**src/rtl/lfsr_run_ctrl_if.sv**
```systemverilog
// Control/status bundle between the UI logic, the LFSR datapath and the run sequencer.
// master = request/datapath side, slave = the sequencer.
interface lfsr_run_ctrl_if #(
    parameter int W      = 16,
    parameter int PACE_W = 8
);
    logic              start;
    logic              abort;
    logic [W-1:0]      run_len;
    logic [PACE_W-1:0] pace;
    logic              max_tick_i;
    logic [W-1:0]      ones_i;
    logic [W-1:0]      zeros_i;
    logic              sh_en;
    logic              busy;
    logic              done;
    logic [W-1:0]      shifts_out;
    logic [W-1:0]      period_out;
    logic              period_vld;
    logic              lockup;
    logic [W-1:0]      ones_d;
    logic [W-1:0]      zeros_d;
    logic              cnt_err;

    modport master (
        output start, abort, run_len, pace, max_tick_i, ones_i, zeros_i,
        input  sh_en, busy, done, shifts_out, period_out, period_vld, lockup,
               ones_d, zeros_d, cnt_err
    );

    modport slave (
        input  start, abort, run_len, pace, max_tick_i, ones_i, zeros_i,
        output sh_en, busy, done, shifts_out, period_out, period_vld, lockup,
               ones_d, zeros_d, cnt_err
    );
endinterface

```
**src/rtl/lfsr_run_ctrl.sv**
```systemverilog
// Run sequencer for the LFSR/bit-counter datapath: paced sh_en bursts, period and
// lock-up detection, and per-run ones/zeros deltas with a consistency flag.
module lfsr_run_ctrl #(
    parameter int W      = 16,
    parameter int PACE_W = 8
) (
    input  logic          clk,
    input  logic          reset,
    lfsr_run_ctrl_if.slave bus
);
    typedef enum logic [2:0] {IDLE, SHIFT, GAP, SETTLE, DONE} state_e;

    state_e            state_q, state_d;
    logic [W-1:0]      len_q, len_d;
    logic [PACE_W-1:0] pace_q, pace_d;
    logic [PACE_W-1:0] gap_q, gap_d;
    logic [W-1:0]      shift_cnt_q, shift_cnt_d;
    logic [W-1:0]      base_ones_q, base_ones_d;
    logic [W-1:0]      base_zeros_q, base_zeros_d;
    logic              sh_en_q;
    logic [W-1:0]      shifts_out_q, shifts_out_d;
    logic [W-1:0]      period_q, period_d;
    logic              period_vld_q, period_vld_d;
    logic              lockup_q, lockup_d;
    logic [W-1:0]      ones_d_q, ones_d_d;
    logic [W-1:0]      zeros_d_q, zeros_d_d;
    logic              cnt_err_q, cnt_err_d;

    logic accept;
    logic shift_fire;
    logic last_shift;

    assign accept     = (state_q == IDLE) && bus.start;
    // abort masks the shift of the very cycle it arrives in
    assign shift_fire = (state_q == SHIFT) && !bus.abort;
    assign last_shift = (shift_cnt_q + W'(1)) == len_q;

    // NOTE: non-blocking assignments so every register samples pre-edge values.
    always_ff @(posedge clk or posedge reset) begin
        if (reset) state_q <= IDLE;
        else       state_q <= state_d;
    end

    // NOTE: each comb block assigns defaults first so no path can infer a latch.
    always_comb begin
        state_d = state_q;
        case (state_q)
            IDLE:    if (bus.start) state_d = (bus.run_len == '0) ? DONE : SHIFT;
            SHIFT:   if (bus.abort || last_shift) state_d = SETTLE;
                     else if (pace_q != '0)       state_d = GAP;
            GAP:     if (bus.abort)               state_d = SETTLE;
                     else if (gap_q == PACE_W'(1)) state_d = SHIFT;
            SETTLE:  state_d = DONE;
            DONE:    state_d = IDLE;
            default: state_d = IDLE;
        endcase
    end

    always_comb begin
        bus.sh_en = shift_fire;
        bus.busy  = (state_q != IDLE);
        bus.done  = (state_q == DONE);
    end

    always_comb begin
        len_d        = len_q;
        pace_d       = pace_q;
        gap_d        = gap_q;
        shift_cnt_d  = shift_cnt_q;
        base_ones_d  = base_ones_q;
        base_zeros_d = base_zeros_q;
        shifts_out_d = shifts_out_q;
        period_d     = period_q;
        period_vld_d = period_vld_q;
        lockup_d     = lockup_q;
        ones_d_d     = ones_d_q;
        zeros_d_d    = zeros_d_q;
        cnt_err_d    = cnt_err_q;

        if (accept) begin
            len_d        = bus.run_len;
            pace_d       = bus.pace;
            base_ones_d  = bus.ones_i;
            base_zeros_d = bus.zeros_i;
            shift_cnt_d  = '0;
            period_d     = '0;
            period_vld_d = 1'b0;
            lockup_d     = 1'b0;
            if (bus.run_len == '0) begin
                shifts_out_d = '0;
                ones_d_d     = '0;
                zeros_d_d    = '0;
                cnt_err_d    = 1'b0;
            end
        end

        if (shift_fire) begin
            shift_cnt_d = shift_cnt_q + W'(1);
            if (!last_shift) gap_d = pace_q;
        end else if (state_q == GAP) begin
            gap_d = gap_q - PACE_W'(1);
        end

        // The datapath's tick for shift N lands one cycle after that shift.
        if (sh_en_q && bus.max_tick_i && !period_vld_q) begin
            period_d     = shift_cnt_q;
            period_vld_d = 1'b1;
            lockup_d     = (shift_cnt_q == W'(1));
        end

        if (state_q == SETTLE) begin
            shifts_out_d = shift_cnt_q;
            ones_d_d     = bus.ones_i - base_ones_q;
            zeros_d_d    = bus.zeros_i - base_zeros_q;
            cnt_err_d    = (ones_d_d + zeros_d_d) != shift_cnt_q;
        end
    end

    always_ff @(posedge clk or posedge reset) begin
        if (reset) begin
            len_q        <= '0;
            pace_q       <= '0;
            gap_q        <= '0;
            shift_cnt_q  <= '0;
            base_ones_q  <= '0;
            base_zeros_q <= '0;
            sh_en_q      <= 1'b0;
            shifts_out_q <= '0;
            period_q     <= '0;
            period_vld_q <= 1'b0;
            lockup_q     <= 1'b0;
            ones_d_q     <= '0;
            zeros_d_q    <= '0;
            cnt_err_q    <= 1'b0;
        end else begin
            len_q        <= len_d;
            pace_q       <= pace_d;
            gap_q        <= gap_d;
            shift_cnt_q  <= shift_cnt_d;
            base_ones_q  <= base_ones_d;
            base_zeros_q <= base_zeros_d;
            sh_en_q      <= shift_fire;
            shifts_out_q <= shifts_out_d;
            period_q     <= period_d;
            period_vld_q <= period_vld_d;
            lockup_q     <= lockup_d;
            ones_d_q     <= ones_d_d;
            zeros_d_q    <= zeros_d_d;
            cnt_err_q    <= cnt_err_d;
        end
    end

    assign bus.shifts_out = shifts_out_q;
    assign bus.period_out = period_q;
    assign bus.period_vld = period_vld_q;
    assign bus.lockup     = lockup_q;
    assign bus.ones_d     = ones_d_q;
    assign bus.zeros_d    = zeros_d_q;
    assign bus.cnt_err    = cnt_err_q;
endmodule

```
**src/flat_wrapper.sv**
```systemverilog
// flat-port wrapper written by rule: the top's interface ports become plain ports
module lfsr_run_ctrl_flat 
#(
    parameter int W      = 16,
    parameter int PACE_W = 8
)
  (clk, reset, bus_start, bus_abort, bus_run_len, bus_pace, bus_max_tick_i, bus_ones_i, bus_zeros_i, bus_sh_en, bus_busy, bus_done, bus_shifts_out, bus_period_out, bus_period_vld, bus_lockup, bus_ones_d, bus_zeros_d, bus_cnt_err);
  lfsr_run_ctrl_if #(.W(W), .PACE_W(PACE_W)) bus_i ();
  input  logic clk;
  input  logic reset;
  input wire logic [$bits(bus_i.start)-1:0] bus_start;
  input wire logic [$bits(bus_i.abort)-1:0] bus_abort;
  input wire logic [$bits(bus_i.run_len)-1:0] bus_run_len;
  input wire logic [$bits(bus_i.pace)-1:0] bus_pace;
  input wire logic [$bits(bus_i.max_tick_i)-1:0] bus_max_tick_i;
  input wire logic [$bits(bus_i.ones_i)-1:0] bus_ones_i;
  input wire logic [$bits(bus_i.zeros_i)-1:0] bus_zeros_i;
  output wire logic [$bits(bus_i.sh_en)-1:0] bus_sh_en;
  output wire logic [$bits(bus_i.busy)-1:0] bus_busy;
  output wire logic [$bits(bus_i.done)-1:0] bus_done;
  output wire logic [$bits(bus_i.shifts_out)-1:0] bus_shifts_out;
  output wire logic [$bits(bus_i.period_out)-1:0] bus_period_out;
  output wire logic [$bits(bus_i.period_vld)-1:0] bus_period_vld;
  output wire logic [$bits(bus_i.lockup)-1:0] bus_lockup;
  output wire logic [$bits(bus_i.ones_d)-1:0] bus_ones_d;
  output wire logic [$bits(bus_i.zeros_d)-1:0] bus_zeros_d;
  output wire logic [$bits(bus_i.cnt_err)-1:0] bus_cnt_err;
  assign bus_i.start = bus_start;
  assign bus_i.abort = bus_abort;
  assign bus_i.run_len = bus_run_len;
  assign bus_i.pace = bus_pace;
  assign bus_i.max_tick_i = bus_max_tick_i;
  assign bus_i.ones_i = bus_ones_i;
  assign bus_i.zeros_i = bus_zeros_i;
  assign bus_sh_en = bus_i.sh_en;
  assign bus_busy = bus_i.busy;
  assign bus_done = bus_i.done;
  assign bus_shifts_out = bus_i.shifts_out;
  assign bus_period_out = bus_i.period_out;
  assign bus_period_vld = bus_i.period_vld;
  assign bus_lockup = bus_i.lockup;
  assign bus_ones_d = bus_i.ones_d;
  assign bus_zeros_d = bus_i.zeros_d;
  assign bus_cnt_err = bus_i.cnt_err;
  lfsr_run_ctrl #(.W(W), .PACE_W(PACE_W)) u_core (.clk(clk), .reset(reset), .bus(bus_i));
endmodule
```
**config.mk**
```make
export PLATFORM = sky130hd
export DESIGN_NAME = lfsr_run_ctrl_flat
export DESIGN_NICKNAME = d
export VERILOG_FILES = /design/src/rtl/lfsr_run_ctrl_if.sv /design/src/rtl/lfsr_run_ctrl.sv /design/src/flat_wrapper.sv
export SDC_FILE = /design/constraint.sdc
export NUM_CORES = 1
export LEC_CHECK = 0
export ABC_AREA = 0
export CORE_MARGIN = 4
export CORE_UTILIZATION = 35
export CTS_BUF_LIST = sky130_fd_sc_hd__clkbuf_8 sky130_fd_sc_hd__clkbuf_16
export CTS_CLUSTER_SIZE = 40
export DETAILED_ROUTE_END_ITERATION = 6
export SLEW_MARGIN = 10
export SYNTH_ARGS = -nofsm -noshare
export SYNTH_HDL_FRONTEND = slang
export SYNTH_SLANG_ARGS = --single-unit
export TNS_END_PERCENT = 100
```
**constraint.sdc**
```tcl
create_clock -name clk -period 7.6 [get_ports clk]
set_input_delay 0.76 -clock clk [delete_from_list [all_inputs] [get_ports clk]]
set_output_delay 0.76 -clock clk [all_outputs]
set_load 0.05 [all_outputs]
```
# Word-level counts from Yosys, hierarchy flattened

Index checks and enable logic that the tools add are counted.

Logic and storage cells: 75
Output and inout bits: 70
Bits in registers: 151

Eq/ne operators: 12
Add/subtract/negate cells: 5
Mux-type cells: 24
Reduce and logical (&&, ||, !) cells: 19

Operator list:

| cell                                                  | count |
|---|---|
| 2-to-1 mux 16 bit                                     | 8 |
| subtractor 16 bit                                     | 2 |
| 2-to-1 mux 8 bit                                      | 3 |
| 2-to-1 mux 3 bit                                      | 6 |
| adder 16 x 1 -> 16 bit, second input constant         | 1 |
| adder 16 bit                                          | 1 |
| equality test 16 x 1 -> 1 bit, second input constant  | 1 |
| equality test 16 bit                                  | 1 |
| zero test 16 bit                                      | 1 |
| inequality test 16 bit                                | 1 |
| one-hot mux 3 bit (4 select lines)                    | 1 |
| nonzero test 2 bit                                    | 5 |
| equality test 8 x 1 -> 1 bit, second input constant   | 1 |
| nonzero test 8 bit                                    | 1 |
| subtractor 8 x 1 -> 8 bit, second input constant      | 1 |
| equality test 3 x 2 -> 1 bit, second input constant   | 2 |
| 2-to-1 mux 1 bit                                      | 6 |
| logical AND 1 bit                                     | 4 |
| inequality test 2 bit, second input constant          | 2 |
| AND reduction 2 bit                                   | 2 |
| equality test 3 x 1 -> 1 bit, second input constant   | 1 |
| equality test 3 bit, second input constant            | 1 |
| zero test 3 bit                                       | 1 |
| inequality test 3 x 2 -> 1 bit, second input constant | 1 |
| 5 further kinds                                       | 6 |

# Longest topological paths before layout

Depth in word-level cells: 5
Mapped depth: 22
Mapped depth without buffers: 22

# Worst setup path before layout

No wires, ideal clock.

Kind: in2reg
Start point: input port bus_zeros_i[0]
End point: register u_core.cnt_err_q, in the netlist u_core.bus.cnt_err
Slack: 2.943 ns
Data arrival time: 4.517 ns
Library setup time: 0.140 ns
Cell stages on the path: 22
Cell sequence: inv_1 -> ha_1 -> inv_1 -> fa_1 -> a21o_1 -> a21oi_1 -> o21bai_1 -> a21oi_1 -> o21ai_0 -> a41oi_1 -> a21oi_1 -> a21oi_1 -> xnor2_1 -> ha_1 -> xnor2_1 -> and4_1 -> a2111oi_0 -> nand4_1 -> nor4_1 -> nand3_1 -> nor3_1 -> a41oi_1

Word-level cells in the longest chain between the ends: 4

RTL lines:

| item                   | line                 | text |
|---|---|---|
| start, declared        | flat_wrapper.sv:17   | `input wire logic [$bits(bus_i.zeros_i)-1:0] bus_zeros_i;` |
| subtractor 16 bit      | lfsr_run_ctrl.sv:114 | `zeros_d_d = bus.zeros_i - base_zeros_q;` |
| adder 16 bit           | lfsr_run_ctrl.sv:115 | `cnt_err_d = (ones_d_d + zeros_d_d) != shift_cnt_q;` |
| inequality test 16 bit | lfsr_run_ctrl.sv:115 |  |
| 2-to-1 mux 1 bit       | lfsr_run_ctrl.sv:111 | `if (state_q == SETTLE) begin` |
| end signal, assigned   | lfsr_run_ctrl.sv:149 | `cnt_err_q <= cnt_err_d;` |
| end, declared          | lfsr_run_ctrl.sv:27  | `logic cnt_err_q, cnt_err_d;` |

No other way between the ends.
A chain may end at the register's enable or synchronous reset.

# Worst setup path after layout

Same ends and word-level chain as after synthesis.

==> impl_metrics.env <==
export IMPL_die_h_um=166.2
export IMPL_fin_worst_skew_ns=0.01317
export IMPL_cp_data_required_time_ns=7.88
export IMPL_cts_hold_buffers=0
export IMPL_cts_resized=0
export IMPL_synth_edf_count=0
export IMPL_power_share_clock_pct=15.3
export IMPL_cellPowerDensity_mw_per_mm2=531.2
export IMPL_routed_wl_um=23560
export IMPL_synth_area_mm2=0.008761
export IMPL_io_buffers=130
export IMPL_synth_top_area_cell="dfrtp_1"
export IMPL_initial_core_util_pct=35.81
export IMPL_synth_cell_types=67
export IMPL_worstPathMaxFanout=4
export IMPL_grt_pass1_wl_um=38130
export IMPL_grtUsageTotal_pct=16.98
export IMPL_core_area_mm2=0.02446
export IMPL_min_period_ns=5.122
export IMPL_slew_headroom_pct=26.04
export IMPL_worst_pin_slew_ns=1.105
export IMPL_ir_worst_vdd_mv=0.2924
export IMPL_synthDominantCellAreaShare_pct=43.13
export IMPL_rows=57
export IMPL_start_kind="input port"
export IMPL_reg2reg_slack_ns=2.93
export IMPL_slew_viol_final=0
export IMPL_finalSetupTns_ns=0
export IMPL_area_growth_pct=24.36
export IMPL_synth_common_cells="180 x nand2_1, 151 x dfrtp_1, 80 x o21ai_0, 57 x xnor2_1, 55 x inv_1"
export IMPL_worstPathArrival_ns=5.41
export IMPL_die_area_mm2=0.02763
export IMPL_grt_setup_unrepaired="no"
export IMPL_post_cts_buffers=0
export IMPL_yosys_top_cells_area="dfrtp_1 43%, nand2_1 7.7%, ha_1 7.0%"
export IMPL_root_buffer="clkbuf_16"
export IMPL_p_switching_mw=2.720
export IMPL_numCtsBuffers=17
export IMPL_routabilityCongestion=0.8819
export IMPL_fin_ws_ns=2.478
export IMPL_status="completed"
export IMPL_grt_max_degree=84
export IMPL_synth_most_common_cell="nand2_1"
export IMPL_ctsHtreeMaxLevel=4
export IMPL_drtIter0Drc=521
export IMPL_antenna_found_initial=0
export IMPL_fp_dieW_um=166.2
export IMPL_clk_pin_slew_ns=0.07
export IMPL_nets=1185
export IMPL_power_frac_comb_pct=62.8
export IMPL_n_antenna_cell=0
export IMPL_cap_violations=0
export IMPL_first_global_vias=7063
export IMPL_hpwl_um=17000
export IMPL_cts_sinks=151
export IMPL_async_flop_share_pct=100.0
export IMPL_setup_violations_final=0
export IMPL_grt_overflow_total=0
export IMPL_syn_nets=1083
export IMPL_finalCritPeriodShare_pct=67.39
export IMPL_routedWlPerCell_um=16.72
export IMPL_hold_class="reg -> reg"
export IMPL_cts_tree="yes"
export IMPL_drcViolationCount=0
export IMPL_dpl_worst_slack_ns=1.987
export IMPL_synth_avg_cell_area_um2=9.032
export IMPL_yosys_warnings=0
export IMPL_cp_end_kind="register"
export IMPL_internal_power_mw=3.067
export IMPL_via_per_inst=5.077
export IMPL_hold_violations=0
export IMPL_pin_count=131
export IMPL_syn_inst=970
export IMPL_first_pass_iters=7
export IMPL_num_vias=7153
export IMPL_clk_latency_ns=0.42
export IMPL_clockBufferDepth=2
export IMPL_drive_gt1_share_pct=5.069
export IMPL_ant_nets=0
export IMPL_power_share_sequential_pct=21.9
export IMPL_critPathKind="in -> reg"
export IMPL_synth_ff_type="dfrtp_1"
export IMPL_ys_ff_latch=151
export IMPL_clock_fmax_ghz=0.1952
export IMPL_synth_seq_area_share_pct=43.13
export IMPL_netSwitchingFraction_pct=47.00
export IMPL_p_leak_nw=4.905
-- critical path, stage by stage --
cell and delay (ns):
clkdlybuf4s50_1 0.40, inv_1 0.07, ha_1 0.17, inv_1 0.09, fa_1 0.46, a21o_1 0.20, a21oi_1 0.21, o21bai_1 0.08
a21oi_1 0.21, o21ai_0 0.22, a41oi_1 0.30, a21oi_1 0.09, a21oi_1 0.18, xnor2_1 0.17, ha_1 0.29, xnor2_1 0.18
and4_1 0.25, a2111oi_0 0.39, nand4_1 0.14, nor4_1 0.17, nand3_1 0.10, nor3_1 0.14, a41oi_1 0.13
-- path summary, 6_finish.rpt --
kind | to | cells after the start | from
max in group asynchronous | u_core.shift_cnt_q[0] | 3 | reset
min reg2reg | u_core.bus.ones_d[0] | 2 | u_core.bus.ones_d[0]
max reg2reg | u_core.bus.cnt_err | 21 | u_core.base_zeros_q[0]
max | u_core.bus.cnt_err | 23 | bus_zeros_i[0]
min in group asynchronous | u_core.pace_q[5] | 2 | reset
min | u_core.bus.ones_d[0] | 2 | u_core.bus.ones_d[0]
-- area by class of cell --
cell class | count | area (µm²)
clock inverters | 15 | 177.7
flip-flops and latches | 151 | 3779
well taps | 324 | 405.4
clock buffers | 17 | 425.4
fillers | 2382 | 13570
multi-input cells | 713 | 4566
repair buffers | 134 | 1331
inverters | 55 | 211.5
-- cell usage in the layout (no fill, tap or decap), types with 4 or more instances in the layout --
| cell type | Yosys | routed |
|---|---|---|
| a211o_1 | 4 | 4 |
| a21o_1 | 12 | 12 |
| a21oi_1 | 54 | 54 |
| a22o_1 | 43 | 43 |
| and2_1 | 6 | 5 |
| and3_1 | 6 | 6 |
| buf_4 | 4 | 4 |
| clkbuf_16 | 0 | 17 |
| clkdlybuf4s50_1 | 0 | 130 |
| dfrtp_1 | 151 | 151 |
| ha_1 | 49 | 49 |
| inv_1 | 55 | 54 |
| inv_6 | 0 | 9 |
| nand2_1 | 180 | 180 |
| nand2b_1 | 10 | 10 |
| nand3_1 | 38 | 38 |
| nand4_1 | 8 | 8 |
| nor2_1 | 36 | 35 |
| nor2b_1 | 7 | 7 |
| nor3_1 | 14 | 14 |
| nor4_1 | 11 | 11 |
| o211ai_1 | 7 | 7 |
| o21ai_0 | 80 | 80 |
| o22ai_1 | 4 | 4 |
| o31ai_1 | 7 | 7 |
| or2_2 | 4 | 4 |
| xnor2_1 | 57 | 57 |
| xor2_1 | 15 | 15 |
-- through the flow --
stage | area (µm²) | utilization [%] | hold WS, ns | cells | power [mW]
2_1_floorplan | 8761 | - | 0.4475 | 970 | 4.007
3_3_place_gp | 10290 | 42.07 | 0.4667 | 1377 | 4.886
3_5_place_dp | 10290 | 42.07 | 0.4780 | 1377 | 4.916
4_1_cts | 10900 | 44.54 | 0.4934 | 1409 | 5.822
5_1_grt | 10900 | 44.54 | 0.5187 | 1409 | 6.232
6_report | 10900 | 44.54 | 0.4886 | 1409 | 5.788
-- state kept, by name, indices dropped and copies added, names as in the netlist --
register / flops
u_core.len_q: 16
u_core.bus.period_out: 16
u_core.base_ones_q: 16
u_core.bus.ones_d: 16
u_core.bus.shifts_out: 16
u_core.gap_q: 8
u_core.state_q: 3
u_core.bus.lockup: 1
u_core.pace_q: 8
u_core.bus.cnt_err: 1
u_core.bus.zeros_d: 16
u_core.base_zeros_q: 16
u_core.shift_cnt_q: 16
u_core.bus.period_vld: 1
u_core.sh_en_q: 1
-- kinds of logic after synthesis --
kind of cell | synth area share [%]
and+or+nand+nor | 18.77
AOI/OAI and AO/OA | 17.82
DFF | 43.13
buffers and inverters | 4.870
xor gates and xnor gates | 7.726
adders and majority gates | 7.684
-- routing by layer --
layer  vias up  global-route usage [%]  wire length, µm
met5         -                       0                0
met4         0                   4.447              350
met3        20                   3.356              928
li1       3593                       -                -
met1      3387                   23.33            11390
met2       153                   27.63            10890
-- power groups by stage --
stage,clock network (mW),registers [mW],logic (mW)
after floorplan,0,1.55,2.46
after global placement,0,1.28,3.60
after detailed placement,0,1.29,3.63
after CTS,0.902,1.27,3.65
after global routing,0.939,1.31,3.99
final,0.884,1.27,3.63
No activity file was read; power rests on OpenSTA's default activity.
